<file path="src/rtl/apb_fnd_ctrl_if.sv">
// APB bus bundle shared by the FND controller (slave side) and whatever master drives it.
interface apb_fnd_ctrl_if;
    logic [3:0]  PADDR;
    logic [31:0] PWDATA;
    logic        PWRITE;
    logic        PENABLE;
    logic        PSEL;
    logic [31:0] PRDATA;
    logic        PREADY;

    modport master (output PADDR, PWDATA, PWRITE, PENABLE, PSEL, input PRDATA, PREADY);
    modport slave  (input PADDR, PWDATA, PWRITE, PENABLE, PSEL, output PRDATA, PREADY);
endinterface

</file>
<file path="src/rtl/apb_fnd_ctrl.sv">
// APB seven-segment controller: register file, sequential binary-to-BCD converter and digit scanner.
// Optional display blink is compiled in when FND_BLINK_EN is defined.
//
// state  | meaning
// S_IDLE | shadow register holds the last completed result
// S_CONV | shift-add-3 iterations running, one bit per cycle
// S_DONE | result copied into the display shadow register
module apb_fnd_ctrl #(
    parameter int NUM_DIGITS   = 4,
    parameter int SCAN_DIV_W   = 17,
    parameter int SCAN_DEFAULT = 99_999
) (
    input  logic                  PCLK,
    input  logic                  PRESET,
    apb_fnd_ctrl_if.slave         apb,
    output logic [NUM_DIGITS-1:0] fnd_comm,
    output logic [7:0]            fnd_font
);
    localparam int BW = 4 * NUM_DIGITS;
    localparam int CW = $clog2(BW);
    localparam int IW = (NUM_DIGITS > 1) ? $clog2(NUM_DIGITS) : 1;

    function automatic logic [BW-1:0] dec_max();
        logic [BW+3:0] v;
        v = (BW+4)'(1);
        for (int i = 0; i < NUM_DIGITS; i++) v = v * (BW+4)'(10);
        return BW'(v - (BW+4)'(1));
    endfunction

    localparam logic [BW-1:0] DEC_MAX = dec_max();

    function automatic logic [6:0] seg7(input logic [3:0] d);
        case (d)
            4'h0: seg7 = 7'h40;  4'h1: seg7 = 7'h79;  4'h2: seg7 = 7'h24;  4'h3: seg7 = 7'h30;
            4'h4: seg7 = 7'h19;  4'h5: seg7 = 7'h12;  4'h6: seg7 = 7'h02;  4'h7: seg7 = 7'h78;
            4'h8: seg7 = 7'h00;  4'h9: seg7 = 7'h10;  4'hA: seg7 = 7'h08;  4'hB: seg7 = 7'h03;
            4'hC: seg7 = 7'h46;  4'hD: seg7 = 7'h21;  4'hE: seg7 = 7'h06;  default: seg7 = 7'h0E;
        endcase
    endfunction

    typedef enum logic [1:0] {S_IDLE, S_CONV, S_DONE} state_t;

    logic                  pready_q;
    logic [31:0]           prdata_q;
    logic                  cr_en_q, cr_hex_q, cr_lzb_q;
    logic [BW-1:0]         dr_q;
    logic [NUM_DIGITS-1:0] dpr_q;
    logic [SCAN_DIV_W-1:0] sdr_q;

    state_t                state_q, state_d;
    logic [BW-1:0]         bin_q, bin_d, bcd_q, bcd_d, bcd_adj;
    logic [CW-1:0]         cnt_q, cnt_d;
    logic                  conv_hex_q, conv_hex_d, conv_ovf_q, conv_ovf_d;
    logic                  shd_load;

    logic [BW-1:0]         shd_val_q;
    logic                  shd_dec_q, shd_ovf_q;

    logic [SCAN_DIV_W-1:0] scan_cnt_q;
    logic [IW-1:0]         idx_q;
    logic                  tick;

    logic [NUM_DIGITS-1:0] comm_q, comm_d;
    logic [7:0]            font_q, font_d;

    logic                  commit, wr_en, wr_cr, wr_dr, wr_dpr, wr_sdr, start;
    logic [1:0]            reg_sel;
    logic [31:0]           rd_data;
    logic                  busy, blink_bit, blink_off;
    logic [BW-1:0]         load_val;
    logic                  load_hex;
    logic                  unused_bits;

    // One wait state: PREADY itself blocks a second commit on the following edge.
    assign commit  = apb.PSEL & apb.PENABLE & ~pready_q;
    assign wr_en   = commit & apb.PWRITE;
    assign reg_sel = apb.PADDR[3:2];
    assign wr_cr   = wr_en && (reg_sel == 2'd0);
    assign wr_dr   = wr_en && (reg_sel == 2'd1);
    assign wr_dpr  = wr_en && (reg_sel == 2'd2);
    assign wr_sdr  = wr_en && (reg_sel == 2'd3);
    assign start   = wr_dr | wr_cr;
    assign busy    = (state_q != S_IDLE);

    assign apb.PREADY = pready_q;
    assign apb.PRDATA = prdata_q;
    assign unused_bits = ^{apb.PADDR[1:0], apb.PWDATA};

    always_comb begin
        rd_data = '0;
        case (reg_sel)
            2'd0:    rd_data = {busy, 27'b0, blink_bit, cr_lzb_q, cr_hex_q, cr_en_q};
            2'd1:    rd_data[BW-1:0] = dr_q;
            2'd2:    rd_data[NUM_DIGITS-1:0] = dpr_q;
            default: rd_data[SCAN_DIV_W-1:0] = sdr_q;
        endcase
    end

    always_ff @(posedge PCLK or posedge PRESET) begin
        if (PRESET) begin
            pready_q <= 1'b0;
            prdata_q <= '0;
            cr_en_q  <= 1'b0;
            cr_hex_q <= 1'b0;
            cr_lzb_q <= 1'b0;
            dr_q     <= '0;
            dpr_q    <= '0;
            sdr_q    <= SCAN_DIV_W'(SCAN_DEFAULT);
        end else begin
            pready_q <= commit;
            if (commit) prdata_q <= rd_data;
            if (wr_cr) begin
                cr_en_q  <= apb.PWDATA[0];
                cr_hex_q <= apb.PWDATA[1];
                cr_lzb_q <= apb.PWDATA[2];
            end
            if (wr_dr)  dr_q  <= apb.PWDATA[BW-1:0];
            if (wr_dpr) dpr_q <= apb.PWDATA[NUM_DIGITS-1:0];
            if (wr_sdr) sdr_q <= apb.PWDATA[SCAN_DIV_W-1:0];
        end
    end

    // A DR write converts the value being written, not the stale register contents.
    assign load_val = wr_dr ? apb.PWDATA[BW-1:0] : dr_q;
    assign load_hex = wr_cr ? apb.PWDATA[1] : cr_hex_q;

    always_comb begin
        bcd_adj = bcd_q;
        for (int d = 0; d < NUM_DIGITS; d++)
            if (bcd_q[4*d +: 4] >= 4'd5) bcd_adj[4*d +: 4] = bcd_q[4*d +: 4] + 4'd3;
    end

    always_comb begin
        state_d    = state_q;
        bin_d      = bin_q;
        bcd_d      = bcd_q;
        cnt_d      = cnt_q;
        conv_hex_d = conv_hex_q;
        conv_ovf_d = conv_ovf_q;
        shd_load   = 1'b0;
        case (state_q)
            S_CONV: begin
                bin_d = bin_q << 1;
                bcd_d = {bcd_adj[BW-2:0], bin_q[BW-1]};
                if (cnt_q == '0) state_d = S_DONE;
                else             cnt_d   = cnt_q - CW'(1);
            end
            S_DONE: begin
                shd_load = 1'b1;
                state_d  = S_IDLE;
            end
            default: ;
        endcase
        // DONE above still publishes the old result when a restart lands on it.
        if (start) begin
            bin_d      = load_val;
            bcd_d      = '0;
            cnt_d      = CW'(BW - 1);
            conv_hex_d = load_hex;
            conv_ovf_d = ~load_hex & (load_val > DEC_MAX);
            state_d    = load_hex ? S_DONE : S_CONV;
        end
    end

    always_ff @(posedge PCLK or posedge PRESET) begin
        if (PRESET) begin
            state_q    <= S_IDLE;
            bin_q      <= '0;
            bcd_q      <= '0;
            cnt_q      <= '0;
            conv_hex_q <= 1'b0;
            conv_ovf_q <= 1'b0;
            shd_val_q  <= '0;
            shd_dec_q  <= 1'b0;
            shd_ovf_q  <= 1'b0;
        end else begin
            state_q    <= state_d;
            bin_q      <= bin_d;
            bcd_q      <= bcd_d;
            cnt_q      <= cnt_d;
            conv_hex_q <= conv_hex_d;
            conv_ovf_q <= conv_ovf_d;
            if (shd_load) begin
                shd_val_q <= conv_hex_q ? bin_q : bcd_q;
                shd_dec_q <= ~conv_hex_q;
                shd_ovf_q <= conv_ovf_q;
            end
        end
    end

    assign tick = (scan_cnt_q == '0);

    always_ff @(posedge PCLK or posedge PRESET) begin
        if (PRESET) begin
            scan_cnt_q <= SCAN_DIV_W'(SCAN_DEFAULT);
            idx_q      <= '0;
        end else begin
            if (wr_sdr)    scan_cnt_q <= apb.PWDATA[SCAN_DIV_W-1:0];
            else if (tick) scan_cnt_q <= sdr_q;
            else           scan_cnt_q <= scan_cnt_q - SCAN_DIV_W'(1);
            if (tick) idx_q <= (idx_q == IW'(NUM_DIGITS - 1)) ? '0 : idx_q + IW'(1);
        end
    end

`ifdef FND_BLINK_EN
    logic       cr_blink_q, blink_on_q;
    logic [7:0] blink_cnt_q;

    always_ff @(posedge PCLK or posedge PRESET) begin
        if (PRESET) begin
            cr_blink_q  <= 1'b0;
            blink_on_q  <= 1'b0;
            blink_cnt_q <= '0;
        end else begin
            if (wr_cr) cr_blink_q <= apb.PWDATA[3];
            if (!cr_blink_q) begin
                blink_on_q  <= 1'b0;
                blink_cnt_q <= '0;
            end else if (tick) begin
                blink_cnt_q <= blink_cnt_q + 8'd1;
                if (blink_cnt_q == 8'hFF) blink_on_q <= ~blink_on_q;
            end
        end
    end

    assign blink_bit = cr_blink_q;
    assign blink_off = cr_blink_q & ~blink_on_q;
`else
    assign blink_bit = 1'b0;
    assign blink_off = 1'b0;
`endif

    always_comb begin
        logic [BW-1:0] shifted;
        logic [6:0]    seg;
        shifted = shd_val_q >> {idx_q, 2'b00};
        seg     = seg7(shifted[3:0]);
        if (shd_dec_q && shd_ovf_q)
            seg = 7'h3F;
        else if (shd_dec_q && cr_lzb_q && (idx_q != '0) && (shifted == '0))
            seg = 7'h7F;
        font_d = {~dpr_q[idx_q], seg};
        comm_d = ~(NUM_DIGITS'(1) << idx_q);
        if (!cr_en_q || blink_off) comm_d = '1;
    end

    always_ff @(posedge PCLK or posedge PRESET) begin
        if (PRESET) begin
            comm_q <= '1;
            font_q <= 8'hFF;
        end else begin
            comm_q <= comm_d;
            font_q <= font_d;
        end
    end

    assign fnd_comm = comm_q;
    assign fnd_font = font_q;
endmodule

</file>
<file path="src/flat_wrapper.sv">
// flat-port wrapper written by rule: the top's interface ports become plain ports
module apb_fnd_ctrl_flat 
#(
    parameter int NUM_DIGITS   = 4,
    parameter int SCAN_DIV_W   = 17,
    parameter int SCAN_DEFAULT = 99_999
)
  (PCLK, PRESET, fnd_comm, fnd_font, apb_PADDR, apb_PWDATA, apb_PWRITE, apb_PENABLE, apb_PSEL, apb_PRDATA, apb_PREADY);
  apb_fnd_ctrl_if apb_i ();
  input  logic PCLK;
  input  logic PRESET;
  output logic [NUM_DIGITS-1:0] fnd_comm;
  output logic [7:0] fnd_font;
  input wire logic [$bits(apb_i.PADDR)-1:0] apb_PADDR;
  input wire logic [$bits(apb_i.PWDATA)-1:0] apb_PWDATA;
  input wire logic [$bits(apb_i.PWRITE)-1:0] apb_PWRITE;
  input wire logic [$bits(apb_i.PENABLE)-1:0] apb_PENABLE;
  input wire logic [$bits(apb_i.PSEL)-1:0] apb_PSEL;
  output wire logic [$bits(apb_i.PRDATA)-1:0] apb_PRDATA;
  output wire logic [$bits(apb_i.PREADY)-1:0] apb_PREADY;
  assign apb_i.PADDR = apb_PADDR;
  assign apb_i.PWDATA = apb_PWDATA;
  assign apb_i.PWRITE = apb_PWRITE;
  assign apb_i.PENABLE = apb_PENABLE;
  assign apb_i.PSEL = apb_PSEL;
  assign apb_PRDATA = apb_i.PRDATA;
  assign apb_PREADY = apb_i.PREADY;
  apb_fnd_ctrl #(.NUM_DIGITS(NUM_DIGITS), .SCAN_DIV_W(SCAN_DIV_W), .SCAN_DEFAULT(SCAN_DEFAULT)) u_core (.PCLK(PCLK), .PRESET(PRESET), .apb(apb_i), .fnd_comm(fnd_comm), .fnd_font(fnd_font));
endmodule
</file>
<file path="config.mk">
export PLATFORM = sky130hd
export DESIGN_NAME = apb_fnd_ctrl_flat
export DESIGN_NICKNAME = d
export VERILOG_FILES = /design/src/rtl/apb_fnd_ctrl_if.sv /design/src/rtl/apb_fnd_ctrl.sv /design/src/flat_wrapper.sv
export SDC_FILE = /design/constraint.sdc
export NUM_CORES = 1
export LEC_CHECK = 0
export CORE_AREA = 4 4 128 130
export DETAILED_ROUTE_END_ITERATION = 8
export DIE_AREA = 0 0 132 134
export PLACE_DENSITY_LB_ADDON = 0.15
export RECOVER_POWER = 25
export SYNTH_ARGS = -nofsm -noshare
export SYNTH_HDL_FRONTEND = slang
export SYNTH_SLANG_ARGS = --single-unit
</file>
<file path="constraint.sdc">
create_clock -name PCLK -period 9 [get_ports PCLK]
set_clock_uncertainty 0.2 [all_clocks]
set_input_delay 1.35 -clock PCLK [delete_from_list [all_inputs] [get_ports PCLK]]
set_output_delay 1.35 -clock PCLK [all_outputs]
set_load 0.02 [all_outputs]
</file>
==> results of run 1 <==
sequential cells by signal, summed over array words and instances (netlist names), 2 cells and up:
register,cells
u_core.idx_q,2
u_core.shd_val_q,16
u_core.bcd_q,16
u_core.dpr_q,4
u_core.bin_q,16
u_core.scan_cnt_q,17
u_core.fnd_font,8
u_core.sdr_q,17
u_core.fnd_comm,4
u_core.dr_q,16
u_core.state_q,2
u_core.apb.PRDATA,18
u_core.cnt_q,4
cell families after synthesis:
group / count (synthesis) / synth area share (%)
and+or+nand+nor: 245 / 15.3
other: 1 / 0.0499
muxes: 94 / 14.1
xor gates and xnor gates: 17 / 1.98
buffers and inverters: 75 / 4.61
AOI/OAI and AO/OA: 131 / 10.5
DFF: 148 / 49.8
adders and majority gates: 22 / 3.66
final timing paths:
path / end / slack, ns / from / cells after the start
min: u_core.apb.PRDATA[2]$_DFFE_PP0N_ / 0.27 / u_core.apb.PRDATA[2]$_DFFE_PP0N_ / 2
max: u_core.dr_q[8]$_DFF_PP0_ / 4.31 / PRESET / 3
max in group PCLK: u_core.cr_lzb_q$_DFFE_PP0P_ / 5.43 / apb_PSEL / 7
min reg2reg: u_core.apb.PRDATA[2]$_DFFE_PP0N_ / 0.27 / u_core.apb.PRDATA[2]$_DFFE_PP0N_ / 2
min in group asynchronous: u_core.scan_cnt_q[8]$_DFF_PP0_ / 2.28 / PRESET / 2
max reg2reg: u_core.fnd_font[2]$_DFF_PP1_ / 5.47 / u_core.idx_q[0]$_DFFE_PP0P_ / 7
tightest hold or removal path: cells and delay by family, from the launching register on:
kind             cells  cell delay (ns)
and+or+nand+nor      2             0.10
DFF                  1             0.34
per-layer routing:
layer / vias to the layer above / part of all wire, % / GRT usage [%]
li1: 2602 / - / -
met1: 2705 / 47 / 27.9
met2: 173 / 47 / 31.1
met3: 20 / 5.5 / 4.16
met4: 0 / 1.4 / 6.59
met5: - / 0 / 0
cells in the mapped netlist, drive strengths merged (5+ instances only):
master    n  area [µm²]
nand2   119         447
dfrtp   116        2900
mux2i    61         611
nor2     55         206
o21ai    53         269
a21oi    35         175
dfstp    32         841
clkbuf   27         101
mux2     26         293
buf      24         155
inv      24        90.1
ha       22         275
nand3    20         113
xnor2    15         131
a22o     12         105
nor4     10        98.8
nand2b    9        56.3
o211ai    9        67.6
mux4      7         158
nor3      7        35.0
o31ai     6        45.0
nand4     5        31.3
report_power, final:
group | switching (mW) | internal (mW) | leakage (nW)
registers | 0.227 | 0.919 | 1.80
logic | 0.415 | 0.371 | 1.67
clock network | 0.285 | 0.417 | 0.263
metrics by stage:
step                power (mW)  hold slack [ns]  util (%)
floorplan                 1.68            0.229         -
finish                    2.63            0.274      57.7
detailed placement        1.94            0.262      53.8
CTS                       2.65            0.274      57.7
global route              2.81            0.286      57.7
global placement          1.90            0.254      53.8
area by class of cell:
cell class / instances / area (µm²)
fill: 1269 / 6410
timing repair buffer: 60 / 586
clock inverter: 14 / 155
multi-input combinational: 523 / 3480
tap: 188 / 235
inverter: 24 / 91.3
clock buffer: 18 / 439
sequential: 148 / 3740
==> results.md, run 1 <==
- Status: finished, violations left
- Failing checks: max-capacitance violations, max-slew violations
- Peak VDD IR: 0.143 mV
- Worst hold path class: reg -> reg
- Placed Cells: about 940
- Final Slew Violations: 85
- DRC: 0
- Leakage: around 3.7 nW
- CTS tree: done
- Clock net sink count: between 100 and 150
- Starting Density: 49.6%
- Crit path capture type: async pin
- Critical-path maximum fanout: 84
- Die X: 132 µm
- Setup Buffers After CTS: 0
- Critical-path top delay cell: clkinvlp_2
- H-tree Lvls: 4
- Startpoint Class: input pin
- Clock slew at reported path FFs: roughly 0.060 ns
- RSZ-0062 raised after global routing: false
- Fraction of layout cells with a size suffix above 1: 14.9%
- Cells after Synth: 733
- Largest net degree at the start of global routing: 85
- GRT overflow: 0
- Yosys reg bits: 148
- Fin crit period: 4.69 ns
- Critical path's largest stage delay: 2.08 ns
- GRT Total Usage: 19.9%
- Layout area overhead: 16.2%
- Crit path DAT: 4.94 ns
- # setup viols final: 0
- Kind of critical path: in -> async
- Detailed placer's ending HPWL: 11,800 µm
- Distinct cells, synth: 53
- Syn Std Cell Area: 7510 µm²
- First-pass GRT wire length: 28,100 µm
- Worst skew pair latency: 0.42 ns
- Worst setup margin: around 4.3 ns
- GPL Wtd Cong: 0.855
- Asr flop ratio synth: 100%
- Boundary Pins: between 80 and 90
- Die Y-Extent: 134 µm
- Total of max-cap violations: 1
- Most used DFF post-synth: dfrtp_1
- EDFF count, synth: 0
- # diodes: 0
- Endpoints failing hold: 0
- PwrDens: 302 nW/µm²
- Num CTS Buffers: 17
- Slew margin rel.: -149%
- Placed cell area: 8140 µm²
- Drt total wl: 16,700 µm
- Cell family with most CP delay: buffers and inverters
- Vias in the first global route: 5,379
- Critical Path RT: 9.25 ns
- Root Driver: clkbuf_16
- Commonest non-fill, non-tap cell in the layout: nand2_1
- DR iter-0 viols: 451
- Commonest cells after routing, fill and taps aside: nand2_1 (119), dfrtp_1 (116), mux2i_1 (61), nor2_1 (54), clkdlybuf4s50_1 (53)
- Crit-path cells: dlygate4sd3_1 > clkinvlp_2 > buf_4
- Fmax: 213 MHz
- Final Instance Area: 8730 µm²
- Seq/Total Area, Yosys: 49.8%
- Mean routed wirelength per cell: 17.1 µm
- Max Buffers Root-to-Sink: 2
- CTS resizes: 0
- Area of the core: 15,100 µm²
- Core Rows: 45
- Antenna violations before repair: 0
- Final-stage net count: between 800 and 900
- Synth warn: 0
- Vias per cell: 5.64
- Pre-antenna DRT Iters: 5
- Fin crit share: a little over half
- DR vias: 5,500
- Post-Route Setup TNS: 0 ns
- Buffers on Ports: 54
- Remaining antenna violation count: 0
- Final Non-Filler Cells: 975
- Pre-CTS setup slack: between 4 and 5 ns
- Die ar.: 17,700 µm²
- Slew @ Worst Pin: 3.72 ns
- Worst path bufs/invs: 3
- Syn avg cell area: 10.3 µm²
- CTS Hold Buffers Added: 0
(Power assumes the default switching activity.)
==> inputs of run 2 (changes only) <==
==> constraint.sdc (replaced) <==
create_clock -name PCLK -period 4.5 [get_ports PCLK]
set_clock_uncertainty 0.2 [all_clocks]
set_input_delay 0.675 -clock PCLK [delete_from_list [all_inputs] [get_ports PCLK]]
set_output_delay 0.675 -clock PCLK [all_outputs]
set_load 0.02 [all_outputs]
==> run 2 against run 1 <==
  * The flow still finishes with violations (max-capacitance violations, max-slew violations)
  * Critical path depth up 4
  * Sequential share of layout area shrank 0.098 points
  * Sequential power increased by 100%
  * Count of clock-buffer cells in the layout grew 11
  * Register-to-register slack got worse by 4.7 ns
  * Largest power group unchanged
  * Wire length rose by 0.98%
==> results.md, run 2 (same netlist as run 1, synthesis figures left out) <==
- PwrDens: 603 nW/µm²
- GPL Wtd Cong: 0.832
- Fillers: 1,292
- RSZ-0062 raised after global routing: false
- Crit path DAT: 3.83 ns
- GRT Total Usage: 19.9%
- Fmax: 268 MHz
- Startpoint Class: flop
- Antenna violations before repair: 0
- DRC: 0
- Vias in the first global route: ~5,300
- DR vias: 5,466
- First-pass GRT wire length: 27,900 µm
- # setup viols final: 0
- Final-stage net count: 839
- H-tree Lvls: 4
- Worst skew pair latency: 0.42 ns
- Kind of critical path: reg -> reg
- Fraction of layout cells with a size suffix above 1: 14.3%
- Leakage: about 3.8 nW
- Commonest non-fill, non-tap cell in the layout: nand2_1
- # diodes: 0
- Commonest cells after routing, fill and taps aside: nand2_1 (119), dfrtp_1 (116), mux2i_1 (61), nor2_1 (54), clkdlybuf4s50_1 (53)
- Mean routed wirelength per cell: 17.3 µm
- Endpoints failing hold: 0
- Die ar.: 17,700 µm²
- Pre-antenna DRT Iters: 5
- Remaining antenna violation count: 0
- Tot Pwr: 5.27 mW
- DR iter-0 viols: 518
- Area of the core: between 15,000 and 20,000 µm²
- Failing checks: max-capacitance violations, max-slew violations
- Placed cell area: 8170 µm²
- CTS Hold Buffers Added: 0
- Crit-path cells: mux4_2 > inv_1 > ha_1 > nand4b_1 > a2111oi_0 > a21oi_1 > o311ai_0
- Crit path capture type: flop
- CTS resizes: 0
- Die X: 132 µm
- Status: finished, violations left
- Placed Cells: 945
- Fin crit share: 82.9%
- Critical Path RT: around 4.6 ns
- Detailed placer's ending HPWL: 11,900 µm
- Buffers on Ports: 54
- Drt total wl: ~17,000 µm
- Critical-path maximum fanout: 15
- Final Instance Area: 8750 µm²
- Worst hold path class: reg -> reg
- Total of max-cap violations: 2
- Post-Route Setup TNS: 0 ns
- Critical-path top delay cell: a2111oi_0
- Fin crit period: 3.73 ns
- Clock slew at reported path FFs: 0.06 ns
- Layout area overhead: 16.5%
- Slew margin rel.: -8.02%
- Num CTS Buffers: 17
- Clock net sink count: roughly 150
- Boundary Pins: 86
- Max reg flops: 18
- Starting Density: roughly 50%
- Slew @ Worst Pin: 1.62 ns
- Setup Buffers After CTS: 0
- CTS tree: done
- Root Driver: clkbuf_16
- Vias per cell: 5.59
- Die Y-Extent: 134 µm
- Final Slew Violations: 65
- Largest net degree at the start of global routing: 94
- Core Rows: 45
- Final Non-Filler Cells: just under 1,000
- GRT overflow: 0
- Peak VDD IR: between 0.2 and 0.3 mV
- Critical path's largest stage delay: 0.87 ns
- Max Buffers Root-to-Sink: 2
-- run 2: final timing paths --
check / from / endpoint / slack (ns) / cells past startpoint
max: u_core.idx_q[0]$_DFFE_PP0P_ / u_core.fnd_font[2]$_DFF_PP1_ / 0.77 / 7
min: u_core.sdr_q[9]$_DFFE_PP1P_ / u_core.sdr_q[9]$_DFFE_PP1P_ / 0.27 / 2
max reg2reg: u_core.idx_q[0]$_DFFE_PP0P_ / u_core.fnd_font[2]$_DFF_PP1_ / 0.77 / 7
min reg2reg: u_core.sdr_q[9]$_DFFE_PP1P_ / u_core.sdr_q[9]$_DFFE_PP1P_ / 0.27 / 2
max in group asynchronous: PRESET / u_core.bcd_q[1]$_DFFE_PP0P_ / 1.31 / 3
min in group asynchronous: PRESET / u_core.sdr_q[11]$_DFFE_PP0P_ / 0.76 / 2
-- run 2: routing by layer --
metal	up-vias	share of wire, %	track usage (%)
li1	2617	-	-
met1	2683	47	27.7
met2	142	46	31.0
met3	24	4.7	4.65
met4	0	1.9	6.59
met5	-	0	0
-- run 2: cell type report --
type | instances | area (µm²) | share of cell area (%)
Clock buffer | 29 | 551 | 6.29
Inverter | 24 | 91.3 | 1.04
Multi-Input combinational cell | 523 | 3480 | 39.8
Tap cell | 188 | 235 | 2.69
Timing Repair Buffer | 62 | 609 | 6.96
Sequential cell | 148 | 3740 | 42.8
Clock inverter | 3 | 40.0 | 0.457
-- run 2: through the flow --
step / hold slack, ns / setup slack (ns) / utilization (%)
2_1_floorplan: 0.229 / 1.69 / -
3_3_place_gp: 0.254 / 1.05 / 53.9
5_1_grt: 0.274 / 0.541 / 57.8
3_5_place_dp: 0.260 / 0.959 / 53.9
4_1_cts: 0.269 / 0.912 / 57.8
6_report: 0.266 / 0.771 / 57.8
-- run 2: report_power, final --
group / switching (mW) / leakage, nW / internal (mW)
Combinational: 0.843 / 1.68 / 0.745
Sequential: 0.459 / 1.80 / 1.84
Clock: 0.513 / 0.294 / 0.878
-- run 2: critical path, delay by kind of cell (launching register included) --
| kind | cells | cell delay [ns] |
|---|---|---|
| multiplexers | 1 | 0.66 |
| buffers and inverters | 1 | 0.17 |
| AO/OA/AOI/OAI | 3 | 1.37 |
| adder cells (fa/ha/maj) | 1 | 0.25 |
| AND/OR/NAND/NOR | 1 | 0.17 |
| flip-flops | 1 | 0.77 |
==> inputs of run 3 (changes only) <==
==> constraint.sdc (replaced) <==
create_clock -name PCLK -period 3.3 [get_ports PCLK]
set_clock_uncertainty 0.2 [all_clocks]
set_input_delay 0.495 -clock PCLK [delete_from_list [all_inputs] [get_ports PCLK]]
set_output_delay 0.495 -clock PCLK [all_outputs]
set_load 0.02 [all_outputs]
==> run 3 against run 2 <==
  * Flip-flop and latch count did not move
  * Worst hold slack improved by 0.0039 ns
  * Global-route usage barely moved
  * Die area did not move
  * Register-to-register slack got worse by 0.49 ns
  * Largest cell class unchanged
  * Sequential share of layout area fell by 0.79 points
  * Final cell count rose by 0.92%
  * Sequential power rose by 36%
  * The run still ends with max-capacitance violations, max-slew violations left
  * Critical path depth rose by 1
  * Fmax rose by 23%
  * Final area rose by 1.9%
  * First-iteration DRC count fell by 34%
==> results.md, run 3 (same netlist as run 1, synthesis figures left out) <==
- Reg2Reg Setup Slack: ~0.28 ns
- Critical-path top delay cell: a2111oi_0
- Final Instance Area: 8920 µm²
- Seq pwr share: between 40% and 50%
- # diodes: 0
- Switching share of power: approximately 33%
- Starting Density: around half
- Max Buffers Root-to-Sink: 2
- Pre-antenna DRT Iters: 5
- Crit path DAT: 3.13 ns
- Fin crit period: ~3 ns
- Remaining antenna violation count: 0
- Layout area overhead: 18.7%
- Failing checks: max-capacitance violations, max-slew violations
- Startpoint Class: flop
- Combinational Power Share: 28.7%
- Worst hold path class: reg -> reg
- Antenna violations before repair: 0
- Buffers on Ports: between 50 and 60
- Leakage: 3.86 nW
- Clk pwr share: 29.9%
- RSZ-0062 raised after global routing: false
- Vias per cell: 5.67
- Pre-CTS setup slack: 0.322 ns
- Tot Pwr: 7.56 mW
- DR vias: 5,587
- Commonest non-fill, non-tap cell in the layout: nand2_1
- Slew margin rel.: -32.7%
- CTS resizes: 0
- GRT overflow: 0
- Worst Hold Depth: 2
- Endpoints failing hold: 0
- Post-Route Setup TNS: 0 ns
- Worst setup margin: between 0.2 and 0.3 ns
- Root Driver: clkbuf_16
- Boundary Pins: 86
- Setup Buffers After CTS: 0
- GRT Total Usage: 19.9%
- Critical Path RT: 3.41 ns
- GPL Wtd Cong: 0.847
- Slew @ Worst Pin: 1.99 ns
- Num CTS Buffers: 17
- PwrDens: around 850 nW/µm²
- Kind of critical path: reg -> reg
- Internal power: 5.04 mW
- Final-stage net count: 848
- Reg2reg end: u_core.fnd_font[2]$_DFF_PP1_
- Final Non-Filler Cells: just under 1,000
- Reg2reg start: u_core.idx_q[0]$_DFFE_PP0P_
- DRC: 0
- First-pass GRT wire length: 27,900 µm
- Worst skew pair latency: between 0.4 and 0.5 ns
- Placed cell area: 8240 µm²
- R2R cell count: 8
- Peak VDD IR: 0.399 mV
- Net Sw Power: 2.52 mW
- Min-delay src: u_core.sdr_q[15]$_DFFE_PP1P_
- Vias in the first global route: roughly 5,300
- DR iter-0 viols: 341
- Critical path's largest stage delay: 0.65 ns
- Fillers: between 1,000 and 1,500
- Clock slew at reported path FFs: 0.06 ns
- Detailed placer's ending HPWL: 12,000 µm
- Placed Cells: 954
- Critical-path maximum fanout: 6
- Final Slew Violations: around 150
- Core Rows: 45
- Largest net degree at the start of global routing: 149
- Clock net sink count: 148
- Die Y-Extent: 134 µm
- Total of max-cap violations: 1
- Die X: 132 µm
- Worst setup path startpoint: u_core.idx_q[0]$_DFFE_PP0P_
- Max reg flops: 18
- Die ar.: 17,700 µm²
- Commonest cells after routing, fill and taps aside: nand2_1 (119), dfrtp_1 (116), mux2i_1 (61), nor2_1 (54), clkdlybuf4s50_1 (52)
- CTS tree: done
- Fraction of layout cells with a size suffix above 1: 16.0%
- Crit path capture type: flop
- Min-Delay Endpoint: u_core.sdr_q[15]$_DFFE_PP1P_
- Mean routed wirelength per cell: 17.3 µm
- Drt total wl: between 15,000 and 20,000 µm
- CTS Hold Buffers Added: 0
- # setup viols final: 0
- Fmax: 331 MHz
- Status: finished, violations left
- Fin crit share: 91.5%
- Area of the core: roughly 15,000 µm²
- H-tree Lvls: 4
- Crit-path cells: mux4_2 > inv_1 > ha_1 > nand4b_1 > a2111oi_0 > buf_4 > a21oi_1 > o311ai_0
-- run 3: per-stage QoR --
step / hold slack, ns / utilization, %
6_report: 0.270 / 58.9
5_1_grt: 0.279 / 58.9
4_1_cts: 0.270 / 59.0
3_5_place_dp: 0.261 / 54.4
3_3_place_gp: 0.255 / 54.4
2_1_floorplan: 0.229 / -
-- run 3: how the worst max path moves through the flow --
stage,endpoint,depth (start not counted)
after floorplan,u_core.fnd_font[2]$_DFF_PP1_,9
after global placement,u_core.fnd_font[2]$_DFF_PP1_,8
after detailed placement,u_core.fnd_font[2]$_DFF_PP1_,8
after CTS,u_core.fnd_font[2]$_DFF_PP1_,8
after global routing,u_core.fnd_font[2]$_DFF_PP1_,8
final,u_core.fnd_font[2]$_DFF_PP1_,8
-- run 3: worst max-delay path: cells and delay by family (launching register included) --
kind / cells / cell delay (ns)
fa+ha+maj: 1 / 0.24
mux: 1 / 0.59
simple gates: 1 / 0.16
buf+inv: 2 / 0.38
flops: 1 / 0.42
compound gates: 3 / 0.91
-- run 3: cell type report --
cell class,count,area [µm²],share of cell area (%)
Sequential cell,148,3740,42.0
Clock buffer,18,439,4.92
Tap cell,188,235,2.64
Inverter,24,93.8,1.05
Clock inverter,14,255,2.86
Timing Repair Buffer,71,668,7.49
Multi-Input combinational cell,523,3480,39.1
-- run 3: per-layer routing --
| layer | vias to the layer above | wire (µm) | track usage [%] |
|---|---|---|---|
| met5 | - | 0 | 0 |
| met4 | 0 | 408 | 8.17 |
| met3 | 29 | 953 | 5.21 |
| met1 | 2751 | 7820 | 27.1 |
| met2 | 165 | 7830 | 30.4 |
| li1 | 2642 | - | - |
-- run 3: power by group through the flow --
stage          logic [mW]  registers [mW]  clock network, mW
3_5_place_dp         2.17            3.14                  0
3_3_place_gp         2.08            3.11                  0
5_1_grt              2.43            3.21               2.38
2_1_floorplan        1.55            3.04                  0
4_1_cts              2.19            3.12               2.30
6_report             2.17            3.13               2.26
